--- src/rtl/cpu_flag_pkg.sv ---
// Shared flag/condition types for the execute stage.
// Used by the flag unit and the branch unit.
package cpu_flag_pkg;

  typedef enum logic [3:0] {
    EQ = 4'd0,
    NE = 4'd1,
    CS = 4'd2,
    CC = 4'd3,
    MI = 4'd4,
    PL = 4'd5,
    VS = 4'd6,
    VC = 4'd7,
    HI = 4'd8,
    LS = 4'd9,
    GE = 4'd10,
    LT = 4'd11,
    GT = 4'd12,
    LE = 4'd13,
    AL = 4'd14,
    NV = 4'd15
  } cond_e;

  localparam int FLAG_N = 3;
  localparam int FLAG_Z = 2;
  localparam int FLAG_C = 1;
  localparam int FLAG_V = 0;

  typedef logic [3:0] nzcv_t;

  function automatic logic uses_flags(cond_e c);
    return !(c inside {AL, NV});
  endfunction

endpackage

--- src/rtl/flag_cond_unit_if.sv ---
// Issue-side bundle between the issue stage and the flag unit.
// Issue stage is master; flag unit is slave.
interface flag_cond_unit_if;

  logic       issue_valid;
  logic       issue_setflags;
  logic [3:0] cond_code;
  logic       stall_o;
  logic       cond_pass;

  modport master (
    output issue_valid,
    output issue_setflags,
    output cond_code,
    input  stall_o,
    input  cond_pass
  );

  modport slave (
    input  issue_valid,
    input  issue_setflags,
    input  cond_code,
    output stall_o,
    output cond_pass
  );

endinterface

--- src/rtl/cond_eval.sv ---
// Combinational condition-code evaluator over NZCV.
// Shared with the branch unit.
module cond_eval
  import cpu_flag_pkg::*;
(
  input  cond_e cond,
  input  nzcv_t flags,
  output logic  pass
);

  logic n, z, c, v;

  assign n = flags[FLAG_N];
  assign z = flags[FLAG_Z];
  assign c = flags[FLAG_C];
  assign v = flags[FLAG_V];

  always_comb begin
    pass = 1'b0;
    unique case (cond)
      EQ: pass = z;
      NE: pass = ~z;
      CS: pass = c;
      CC: pass = ~c;
      MI: pass = n;
      PL: pass = ~n;
      VS: pass = v;
      VC: pass = ~v;
      HI: pass = c & ~z;
      LS: pass = ~c | z;
      GE: pass = (n == v);
      LT: pass = (n != v);
      GT: pass = ~z & (n == v);
      LE: pass = z | (n != v);
      AL: pass = 1'b1;
      NV: pass = 1'b0;
    endcase
  end

endmodule

--- src/rtl/flag_cond_unit.sv ---
// Tracks in-flight NZCV writers through the adder, commits
// flags, and evaluates the issuing condition with bypass.
module flag_cond_unit
  import cpu_flag_pkg::*;
#(
  parameter int LAT   = 3,
  parameter int CNT_W = 16
) (
  input  logic             clk,
  input  logic             n_rst,
  flag_cond_unit_if.slave  iss,
  input  logic             flush,
  input  logic             add_n,
  input  logic             add_z,
  input  logic             add_c,
  input  logic             add_v,
  output nzcv_t            flags_q,
  output logic [CNT_W-1:0] stall_cnt
);

  logic [LAT-1:0] pend;
  logic [LAT-1:0] pend_nxt;
  logic           older;
  logic           commit;
  logic           stall;
  logic           take;
  nzcv_t          add_f;
  nzcv_t          eff;
  cond_e          cc;

  assign cc     = cond_e'(iss.cond_code);
  assign add_f  = {add_n, add_z, add_c, add_v};
  assign commit = pend[LAT-1] & ~flush;
  assign eff    = commit ? add_f : flags_q;

  // Only writers still short of the commit slot cause a hazard.
  if (LAT == 1) begin : g_l1
    assign older = 1'b0;
  end else begin : g_ln
    assign older = |pend[LAT-2:0];
  end

  assign stall = iss.issue_valid & uses_flags(cc)
               & older & ~flush;
  assign take  = iss.issue_valid & iss.issue_setflags
               & ~stall;

  assign iss.stall_o = stall;

  always_comb begin
    pend_nxt = (pend << 1) | LAT'(take);
    if (flush) pend_nxt = '0;
  end

  cond_eval u_eval (
    .cond  (cc),
    .flags (eff),
    .pass  (iss.cond_pass)
  );

  always_ff @(posedge clk or negedge n_rst) begin
    if (!n_rst) begin
      pend    <= '0;
      flags_q <= '0;
    end else begin
      pend <= pend_nxt;
      if (commit) flags_q <= add_f;
    end
  end

  always_ff @(posedge clk or negedge n_rst) begin
    if (!n_rst) begin
      stall_cnt <= '0;
    end else if (stall && !(&stall_cnt)) begin
      stall_cnt <= stall_cnt + CNT_W'(1);
    end
  end

endmodule

--- src/flat_wrapper.sv ---
// flat-port wrapper written by rule: the top's interface ports become plain ports
module flag_cond_unit_flat import cpu_flag_pkg::*;
#(
  parameter int LAT   = 3,
  parameter int CNT_W = 16
)
  (clk, n_rst, flush, add_n, add_z, add_c, add_v, flags_q, stall_cnt, iss_issue_valid, iss_issue_setflags, iss_cond_code, iss_stall_o, iss_cond_pass);
  flag_cond_unit_if iss_i ();
  input  logic clk;
  input  logic n_rst;
  input  logic flush;
  input  logic add_n;
  input  logic add_z;
  input  logic add_c;
  input  logic add_v;
  output nzcv_t flags_q;
  output logic [CNT_W-1:0] stall_cnt;
  input wire logic [$bits(iss_i.issue_valid)-1:0] iss_issue_valid;
  input wire logic [$bits(iss_i.issue_setflags)-1:0] iss_issue_setflags;
  input wire logic [$bits(iss_i.cond_code)-1:0] iss_cond_code;
  output wire logic [$bits(iss_i.stall_o)-1:0] iss_stall_o;
  output wire logic [$bits(iss_i.cond_pass)-1:0] iss_cond_pass;
  assign iss_i.issue_valid = iss_issue_valid;
  assign iss_i.issue_setflags = iss_issue_setflags;
  assign iss_i.cond_code = iss_cond_code;
  assign iss_stall_o = iss_i.stall_o;
  assign iss_cond_pass = iss_i.cond_pass;
  flag_cond_unit #(.LAT(LAT), .CNT_W(CNT_W)) u_core (.clk(clk), .n_rst(n_rst), .iss(iss_i), .flush(flush), .add_n(add_n), .add_z(add_z), .add_c(add_c), .add_v(add_v), .flags_q(flags_q), .stall_cnt(stall_cnt));
endmodule
--- config.mk ---
export PLATFORM = sky130hd
export DESIGN_NAME = flag_cond_unit_flat
export DESIGN_NICKNAME = d
export VERILOG_FILES = /design/src/rtl/cpu_flag_pkg.sv /design/src/rtl/flag_cond_unit_if.sv /design/src/rtl/cond_eval.sv /design/src/rtl/flag_cond_unit.sv /design/src/flat_wrapper.sv
export SDC_FILE = /design/constraint.sdc
export NUM_CORES = 1
export LEC_CHECK = 0
export ABC_AREA = 1
export CAP_MARGIN = 20
export CORE_MARGIN = 5
export CORE_UTILIZATION = 52
export DETAILED_ROUTE_END_ITERATION = 10
export GPL_TIMING_DRIVEN = 0
export PLACE_DENSITY = 0.88
export SLEW_MARGIN = 20
export SYNTH_ARGS = -nofsm -noshare
export SYNTH_HDL_FRONTEND = slang
export SYNTH_SLANG_ARGS = --single-unit
--- constraint.sdc ---
create_clock -name clk -period 2.5 [get_ports clk]
set_input_delay 0.5 -clock clk [delete_from_list [all_inputs] [get_ports clk]]
set_output_delay 0.5 -clock clk [all_outputs]
set_load 0.005 [all_outputs]
==> run summary, run 1 <==
Die Span X -> 62.19 µm
Worst rel slew slack -> 68.12%
Cell Rows -> 19
Leakage -> 0.9307 nW
Hold Fails Final Rpt -> 0
DRC -> 0
Crit path top cell by count -> clkdlybuf4s50_1
Ys async rst share -> 100.0%
Largest net degree at the start of global routing -> 24
Seq/Total Area, Yosys -> 40.64%
DIE HEIGHT -> 62.19 µm
Iter 0 DRT Violations -> 74
Port-buffer cells -> 34
# hold bufs at CTS -> 0
Crit share post-route -> 93.33%
#FFs+latches synth -> 23
Layout Nets -> 250
CTS clock-pin slew for the worst setup and hold paths -> 0.12 ns
Clk root buf -> clkbuf_4
Placed wire-length estimate -> 2554 µm
Crit Path Class -> in2out
Routed wire length per instance -> 12.23 µm
Core Area -> 0.002686 mm²
Syn_nets -> 210
CTS buffer count -> 3
YS warnings -> 0
Most Used Layer, Global Route -> met2
Total global routing track utilization -> 16.73%
RSZ-0062 raised after global routing -> no
CTS tree -> done
Initial Util -> 52.72%
Data required, critical path -> 2.00 ns
Post-layout min period -> 2.333 ns
Achievable frequency -> 428.6 MHz
Distinct cell type count after synthesis -> 22
IO Pins -> 35
Worst skew pair latency -> 0.31 ns
Syn-to-layout area delta -> 29.86%
Layout cell share with drive strength beyond 1 -> 11.91%
Grt met1 use -> 22.08%
Number of global-route vias before repair -> 1250
Setup violations, final -> 0
Overall Power -> 0.8953 mW
Inserted Diodes -> 0
Hold Crit Class -> in2async
Detailed Route WL -> 3253 µm
Gate Count Post-Synth -> 196
Max cap viols -> 0
Syn avg cell area -> 7.226 µm²
Status -> complete, no violations
Vias -> 1348
CP max stage delay -> 0.55 ns
Clock Tree Buf Depth -> 2
Setup crit start kind -> input pin
Slew Limit Fails -> 0
# clock sinks -> 23
Arrival @ worst endpoint -> 1.83 ns
Synth top cells by count -> nand2_1 (62), nor2_1 (29), inv_1 (25), dfrtp_1 (23), nand3_1 (18)
Vias/cell -> 5.068
Most frequent cell after synthesis -> nand2_1
H-tree Lvls -> 1
Total grt overflow -> 0
Final Non-Filler Cells -> 266
Final hold slack -> 0.1325 ns
First-pass GRT wire length -> 5437 µm
RePlAce Congestion -> 0.8450
TritonRoute pass-1 iters -> 4
Final ANT Viol Nets -> 0
Delay-heaviest family, CP -> buffers and inverters
Most area-hungry cell type in the Yosys netlist -> dfrtp_1
Final setup skew -> 0.001479 ns
Placed Cells -> 261
Cell Chain, Critical Path -> clkdlybuf4s50_1, nand2_4, nor3_4, clkdlybuf4s50_1
CP Buf/Inv Count -> 2
Worst-margin pin slew -> 0.4782 ns
GR Util met3 -> 3.423%
Mapped Area -> 0.001416 mm²
Antenna violations before repair -> 0
Met2 usage -> 28.11%
Die area -> 0.003868 mm²
Power density cells -> 486.8 mW/mm²
VDD IR max -> 0.0004719 V
Primary FF master, synth -> dfrtp_1
Top area cells in the synthesized netlist -> dfrtp_1 (41%), nand2_1 (16%), nor2_1 (7.7%)
Post-Route Utilization -> 68.47%
Top-area cell type share of the netlist area -> 40.64%
EDFF count, synth -> 0
Critical path's slowest cell -> clkdlybuf4s50_1
Worst-path maximum fanout -> 3
CP Capture Type -> output pin
-- cell type report --
class	count	area [µm²]
fillers	234	847.1
plain buffers	1	11.26
multi-input cells	146	745.7
flip-flops and latches	23	576.8
clock buffers	4	26.28
well taps	31	38.79
repair buffers	35	337.8
inverters	26	102.6
-- through the flow --
| stage | setup TNS, ns | worst slack (ns) | area (µm²) |
|---|---|---|---|
| after global placement | -0.4892 | -0.4892 | 1795 |
| after detailed placement | -0.5315 | -0.5315 | 1795 |
| final | 0 | 0.1667 | 1839 |
| after CTS | 0 | 0.002459 | 1836 |
| after global routing | 0 | 0.01954 | 1839 |
| after floorplan | 0 | 0.7550 | 1416 |
-- state kept, by name, indices dropped and copies added (netlist names) --
name / count
u_core.pend: 3
u_core.stall_cnt: 16
u_core.flags_q: 4
-- repair_timing --
| action | in CTS | in global routing |
|---|---|---|
| setup endpoints to repair | 1 | 1 |
| resized for setup | 9 | 12 |
| cloned | 0 | 0 |
| pin swaps | 3 | 2 |
| buffers inserted | 1 | 0 |
-- placed cells by master, fill, tap and decap left out, types with 3 or more instances in the layout --
cell type / count
clkdlybuf4s50_1: 26
xnor2_1: 7
nand2_1: 56
xor2_1: 7
o21ai_0: 4
nor2_1: 29
clkbuf_4: 3
inv_1: 23
nand2_2: 8
dlymetal6s2s_1: 3
nand3_1: 18
dfrtp_1: 22
-- path summary, 6_finish.rpt --
path                                     startpoint  cells past startpoint              endpoint  slack, ns
min in group clk                              flush                      2        u_core.pend[2]       0.40
worst max register to register  u_core.stall_cnt[1]                      9  u_core.stall_cnt[11]       0.78
worst min register to register       u_core.pend[1]                      2        u_core.pend[2]       0.50
worst min-delay path                          n_rst                      1  u_core.stall_cnt[15]       0.13
worst max-delay path                iss_issue_valid                      4           iss_stall_o       0.17
max in group asynchronous                     n_rst                      1        u_core.pend[2]       2.02
-- layer usage --
metal	up-vias	wire length (µm)	share of wire [%]
li1	683	-	-
met1	623	1450	45
met2	39	1617	50
met3	3	164	5.0
met4	0	21	0.65
met5	-	0	0
-- logic make-up (layout without fill, tap and decap cells) --
| logic type | after synthesis | after routing | share of synthesized area [%] |
|---|---|---|---|
| and+or+nand+nor | 126 | 126 | 40.02 |
| buffers and inverters | 27 | 66 | 8.039 |
| DFF | 23 | 23 | 40.64 |
| xor gates and xnor gates | 14 | 14 | 8.657 |
| AOI/OAI and AO/OA | 5 | 5 | 1.767 |
| adders and majority gates | 1 | 1 | 0.8833 |
-- power breakdown --
group | internal, mW | switching (mW) | leakage (nW) | total (mW)
Sequential | 0.412 | 0.0400 | 0.306 | 0.452
Combinational | 0.141 | 0.136 | 0.609 | 0.277
Clock | 0.0623 | 0.104 | 0.0150 | 0.166
(Power assumes the default switching activity.)
==> run 2: changes to the inputs <==
Settings changed: SKIP_CTS_REPAIR_TIMING set to 1.
==> run summary, run 2 (synthesis gave the netlist of run 1 again) <==
Setup violations, final -> 0 (unchanged)
CTS buffer count -> 3 (unchanged)
Achievable frequency -> 412.0 MHz (was 428.6 MHz)
Die area -> 0.003868 mm² (unchanged)
R2r worst-path depth -> 9 (unchanged)
Reg2reg setup slack -> 0.77 ns (was 0.78 ns)
Core Area -> 0.002686 mm² (unchanged)
Syn-to-layout area delta -> 30.21% (was 29.86%)
Cell Chain, Critical Path -> clkdlybuf4s50_1, nand2_1, nor2_1, nor3_4, clkdlybuf4s50_1 (was clkdlybuf4s50_1, nand2_4, nor3_4, clkdlybuf4s50_1)
Detailed Route WL -> 3232 µm (was 3253 µm)
RePlAce Congestion -> 0.8450 (unchanged)
Crit path launch -> iss_cond_code[2] (was iss_issue_valid)
Cell Rows -> 19 (unchanged)
TritonRoute pass-1 iters -> 4 (unchanged)
Crit Path Class -> in2out (unchanged)
Leading cell type in the layout, fill and taps excluded -> nand2_1 (unchanged)
IO Pins -> 35 (unchanged)
DIE HEIGHT -> 62.19 µm (unchanged)
Post-Route Utilization -> 68.65% (was 68.47%)
Critical path's slowest cell -> clkdlybuf4s50_1 (unchanged)
R2R Path Start -> u_core.stall_cnt[1] (unchanged)
Fillers -> 229 (was 234)
Vias/cell -> 5.106 (was 5.068)
Clock Tree Buf Depth -> 2 (unchanged)
Max cap viols -> 0 (unchanged)
Data required, critical path -> 2.00 ns (about the same)
Crit path depth -> 5 (was 4)
DRC -> 0 (unchanged)
Port-buffer cells -> 34 (unchanged)
Fin Setup TNS -> 0 ns (unchanged)
Status -> complete, no violations (unchanged)
H-tree Lvls -> 1 (unchanged)
CP max stage delay -> 0.55 ns (about the same)
Hold Fails Final Rpt -> 0 (unchanged)
# clock sinks -> 23 (unchanged)
CTS clock-pin slew for the worst setup and hold paths -> 0.11 ns (was 0.12 ns)
Top Registers -> u_core.stall_cnt x16, u_core.flags_q x4, u_core.pend x3 (unchanged)
Crit share post-route -> 97.08% (was 93.33%)
Worst rel slew slack -> 68.07% (was 68.12%)
Final setup skew -> 0.0006914 ns (was 0.001479 ns)
Arrival @ worst endpoint -> 1.93 ns (was 1.83 ns)
CP Buf/Inv Count -> 2 (unchanged)
Number of global-route vias before repair -> 1250 (unchanged)
Final ANT Viol Nets -> 0 (unchanged)
Layout cell share with drive strength beyond 1 -> 9.829% (was 11.91%)
Largest net degree at the start of global routing -> 24 (unchanged)
Placed wire-length estimate -> 2554 µm (unchanged)
Power density cells -> 484.4 mW/mm² (was 486.8 mW/mm²)
Worst-margin pin slew -> 0.4790 ns (was 0.4782 ns)
Crit path top cell by count -> clkdlybuf4s50_1 (unchanged)
Worst-path maximum fanout -> 4 (was 3)
Critical Path End -> iss_stall_o (unchanged)
Post-layout min period -> 2.427 ns (was 2.333 ns)
Worst r2r dst -> u_core.stall_cnt[11] (unchanged)
CTS tree -> done (unchanged)
Antenna violations before repair -> 0 (unchanged)
Leakage -> 0.9438 nW (was 0.9307 nW)
First-pass GRT wire length -> 5437 µm (unchanged)
Layout Nets -> 249 (was 250)
Slew Limit Fails -> 0 (unchanged)
Total global routing track utilization -> 16.73% (unchanged)
CP Capture Type -> output pin (unchanged)
Setup crit start kind -> input pin (unchanged)
Total grt overflow -> 0 (unchanged)
Delay-heaviest family, CP -> buffers and inverters (unchanged)
Iter 0 DRT Violations -> 116 (was 74)
Max FFs per register -> 16 (unchanged)
VDD IR max -> 0.0004728 V (was 0.0004719 V)
Clk root buf -> clkbuf_4 (unchanged)
Worst skew pair latency -> 0.30 ns (was 0.31 ns)
Initial Util -> 52.72% (unchanged)
Die Span X -> 62.19 µm (unchanged)
Most frequent cells in the layout -> nand2_1 (56), nor2_1 (29), clkdlybuf4s50_1 (28), inv_1 (23), dfrtp_1 (23) (was nand2_1 (56), nor2_1 (29), clkdlybuf4s50_1 (26), inv_1 (23), dfrtp_1 (22))
Inserted Diodes -> 0 (unchanged)
Reg with most FFs -> u_core.stall_cnt (unchanged)
Vias -> 1353 (was 1348)
Hold Crit Class -> in2async (unchanged)
Routed wire length per instance -> 12.20 µm (was 12.23 µm)
run 2: worst min-delay path by stage:
| stage | end |
|---|---|
| floorplan | u_core.flags_q[0] |
| global placement | u_core.pend[2] |
| detailed placement | u_core.pend[2] |
| CTS | u_core.pend[2] |
| global route | u_core.stall_cnt[15] |
| finish | u_core.stall_cnt[1] |
run 2: per-stage QoR:
step | instances | total power, mW | instance area, µm² | hold slack [ns] | worst slack (ns)
final | 265 | 0.8933 | 1844 | 0.1347 | 0.07302
after global routing | 265 | 0.9590 | 1844 | 0.1453 | -0.01332
after CTS | 265 | 0.8973 | 1822 | 0.5008 | -0.5391
after detailed placement | 261 | 0.7297 | 1795 | 0.4752 | -0.5315
after global placement | 261 | 0.7219 | 1795 | 0.4660 | -0.4892
after floorplan | 196 | 0.5838 | 1416 | 0.2044 | 0.7550
run 2: cell type report:
| class | instances | area (µm²) | share of cell area (%) |
|---|---|---|---|
| repair buffers | 34 | 347.8 | 18.86 |
| multi-input cells | 146 | 742.0 | 40.23 |
| flip-flops and latches | 23 | 575.6 | 31.21 |
| plain buffers | 1 | 11.26 | 0.6106 |
| well taps | 31 | 38.79 | 2.103 |
| inverters | 26 | 102.6 | 5.563 |
| clock buffers | 4 | 26.28 | 1.425 |
run 2: power breakdown:
group | total, mW | leakage [nW] | switching, mW | internal (mW)
combinational | 0.275 | 0.621 | 0.133 | 0.142
sequential | 0.452 | 0.308 | 0.0402 | 0.412
clock | 0.166 | 0.0150 | 0.103 | 0.0623
total | 0.893 | 0.944 | 0.277 | 0.616
run 2: routing by layer:
metal / part of all wire (%) / GRT usage [%] / vias to the layer above
li1: - / - / 680
met2: 49 / 28.11 / 56
met1: 43 / 22.08 / 612
met3: 6.7 / 3.423 / 5
met4: 1.1 / 3.523 / 0
met5: 0 / 0 / -
==> run 3: changes to the inputs <==
Settings changed: REMOVE_ABC_BUFFERS set to 1.
==> run summary, run 3 (synthesis gave the netlist of run 1 again) <==
GR Util met3 -> 3.243% (was 3.423%)
Overall Power -> 0.8826 mW (was 0.8933 mW)
First-pass GRT wire length -> 5195 µm (was 5437 µm)
Arrival @ worst endpoint -> 1.86 ns (was 1.93 ns)
R2r worst-path depth -> 9 (unchanged)
CP Capture Type -> output pin (unchanged)
Grt met1 use -> 22.67% (was 22.08%)
Core Area -> 0.002686 mm² (unchanged)
Max cap viols -> 0 (unchanged)
Worst-path maximum fanout -> 4 (unchanged)
Reg with most FFs -> u_core.stall_cnt (unchanged)
Placed wire-length estimate -> 2431 µm (was 2554 µm)
Cell Chain, Critical Path -> clkdlybuf4s50_1, inv_2, nand2_2, nor2_1, nor2_1, nand3_1, nor2_1, nand3_1, nor2_1, nor2_1, dlymetal6s2s_1 (was clkdlybuf4s50_1, nand2_1, nor2_1, nor3_4, clkdlybuf4s50_1)
TritonRoute pass-1 iters -> 4 (unchanged)
Cell area after placement -> 0.001784 mm² (was 0.001795 mm²)
Largest net degree at the start of global routing -> 24 (unchanged)
Fillers -> 231 (was 229)
Worst rel slew slack -> 67.04% (was 68.07%)
Port-buffer cells -> 34 (unchanged)
Crit Path Class -> in2out (unchanged)
Die Span X -> 62.19 µm (unchanged)
H-tree Lvls -> 1 (unchanged)
Post-Route Utilization -> 68.05% (was 68.65%)
Vias -> 1323 (was 1353)
Data required, critical path -> 2.00 ns (about the same)
Setup violations, final -> 0 (unchanged)
Max FFs per register -> 16 (unchanged)
Critical path's slowest cell -> clkdlybuf4s50_1 (unchanged)
Total grt overflow -> 0 (unchanged)
Status -> complete, no violations (unchanged)
RePlAce Congestion -> 0.8621 (was 0.8450)
Hold Fails Final Rpt -> 0 (unchanged)
Delay-heaviest family, CP -> buffers and inverters (unchanged)
Iter 0 DRT Violations -> 43 (was 116)
Worst-margin pin slew -> 0.4943 ns (was 0.4790 ns)
CTS buffer count -> 3 (unchanged)
Power density cells -> 482.8 mW/mm² (was 484.4 mW/mm²)
Top Registers -> u_core.stall_cnt x16, u_core.flags_q x4, u_core.pend x3 (unchanged)
CTS tree -> done (unchanged)
Most frequent cells in the layout -> nand2_1 (58), clkdlybuf4s50_1 (29), nor2_1 (28), inv_1 (23), dfrtp_1 (23) (was nand2_1 (56), nor2_1 (29), clkdlybuf4s50_1 (28), inv_1 (23), dfrtp_1 (23))
Cell Rows -> 19 (unchanged)
Clk root buf -> clkbuf_4 (unchanged)
Final setup skew -> 0.001085 ns (was 0.0006914 ns)
Crit path top cell by count -> nor2_1 (was clkdlybuf4s50_1)
Layout cell share with drive strength beyond 1 -> 9.013% (was 9.829%)
Hold Crit Class -> in2async (unchanged)
Fin Setup TNS -> 0 ns (unchanged)
DIE HEIGHT -> 62.19 µm (unchanged)
Setup crit start kind -> input pin (unchanged)
VDD IR max -> 0.0004165 V (was 0.0004728 V)
Clock Tree Buf Depth -> 2 (unchanged)
Slew Limit Fails -> 0 (unchanged)
IO Pins -> 35 (unchanged)
CP max stage delay -> 0.52 ns (was 0.55 ns)
Worst skew pair latency -> 0.30 ns (about the same)
Initial Util -> 52.72% (unchanged)
Most Used Layer, Global Route -> met2 (unchanged)
Final ANT Viol Nets -> 0 (unchanged)
Die area -> 0.003868 mm² (unchanged)
Routed wire length per instance -> 11.67 µm (was 12.20 µm)
CP Buf/Inv Count -> 3 (was 2)
Total global routing track utilization -> 15.80% (was 16.73%)
Post-route design area -> 0.001828 mm² (was 0.001844 mm²)
Layout Nets -> 248 (was 249)
RSZ-0062 raised after global routing -> no
DRC -> 0 (unchanged)
Achievable frequency -> 423.0 MHz (was 412.0 MHz)
Leading cell type in the layout, fill and taps excluded -> nand2_1 (unchanged)
Post-layout min period -> 2.364 ns (was 2.427 ns)
Leakage -> 0.9288 nW (was 0.9438 nW)
Inserted Diodes -> 0 (unchanged)
Syn-to-layout area delta -> 29.06% (was 30.21%)
Number of global-route vias before repair -> 1178 (was 1250)
Detailed Route WL -> 3081 µm (was 3232 µm)
Crit path depth -> 11 (was 5)
# clock sinks -> 23 (unchanged)
CTS clock-pin slew for the worst setup and hold paths -> 0.11 ns (about the same)
Crit share post-route -> 94.57% (was 97.08%)
Met2 usage -> 24.87% (was 28.11%)
Vias/cell -> 5.011 (was 5.106)
Antenna violations before repair -> 0 (unchanged)
## run 3: changes by cell type in the layout (fill, tap and decap cells not counted)
cell / previous run / this run
buf_6: 1 / 0
clkdlybuf4s50_1: 28 / 29
nor2_2: 2 / 3
nand2_2: 8 / 6
dlymetal6s2s_1: 5 / 4
nor2_1: 29 / 28
nand2_1: 56 / 58
## run 3: worst register-to-register path: cells and delay by family, from the launching register on
kind | cells | cell delay [ns]
AOI/OAI and AO/OA | 1 | 0.17
adders and majority gates | 1 | 0.22
and+or+nand+nor | 7 | 0.91
DFF | 1 | 0.43
## run 3: final cells by class
type | instances | area (µm²) | share of cell area [%]
multi-input combinational | 146 | 739.5 | 40.45
clock buffer | 4 | 26.28 | 1.437
timing repair buffer | 34 | 345.3 | 18.89
inverter | 26 | 102.6 | 5.613
sequential | 23 | 575.6 | 31.49
tap | 31 | 38.79 | 2.122
## run 3: metrics by stage
stage               instances  setup slack (ns)  hold WS, ns
detailed placement        260           -0.4830       0.4901
global placement          260           -0.4531       0.4668
global route              264          0.004342       0.1662
finish                    264            0.1358       0.1397
floorplan                 195            0.7550       0.2044
CTS                       264           -0.4848       0.5033
## run 3: final timing paths
kind	start	endpoint	slack (ns)
min	n_rst	u_core.stall_cnt[2]	0.14
min in group clk	flush	u_core.pend[1]	0.50
max	iss_cond_code[3]	iss_cond_pass	0.14
max in group asynchronous	n_rst	u_core.stall_cnt[12]	2.03
min reg2reg	u_core.pend[0]	u_core.pend[1]	0.50
max reg2reg	u_core.stall_cnt[1]	u_core.stall_cnt[11]	0.69
## run 3: metal layers
layer | wire length, µm | vias to the layer above | part of all wire [%]
li1 | - | 681 | -
met2 | 1450 | 34 | 47
met3 | 161 | 4 | 5.2
met1 | 1452 | 604 | 47
met5 | 0 | - | 0
met4 | 16 | 0 | 0.52
## run 3: report_power, final
part	switching, mW	internal (mW)	leakage (nW)	total (mW)
combinational	0.128	0.138	0.606	0.267
clock	0.102	0.0623	0.0150	0.165
sequential	0.0391	0.412	0.308	0.451
total	0.270	0.613	0.929	0.883
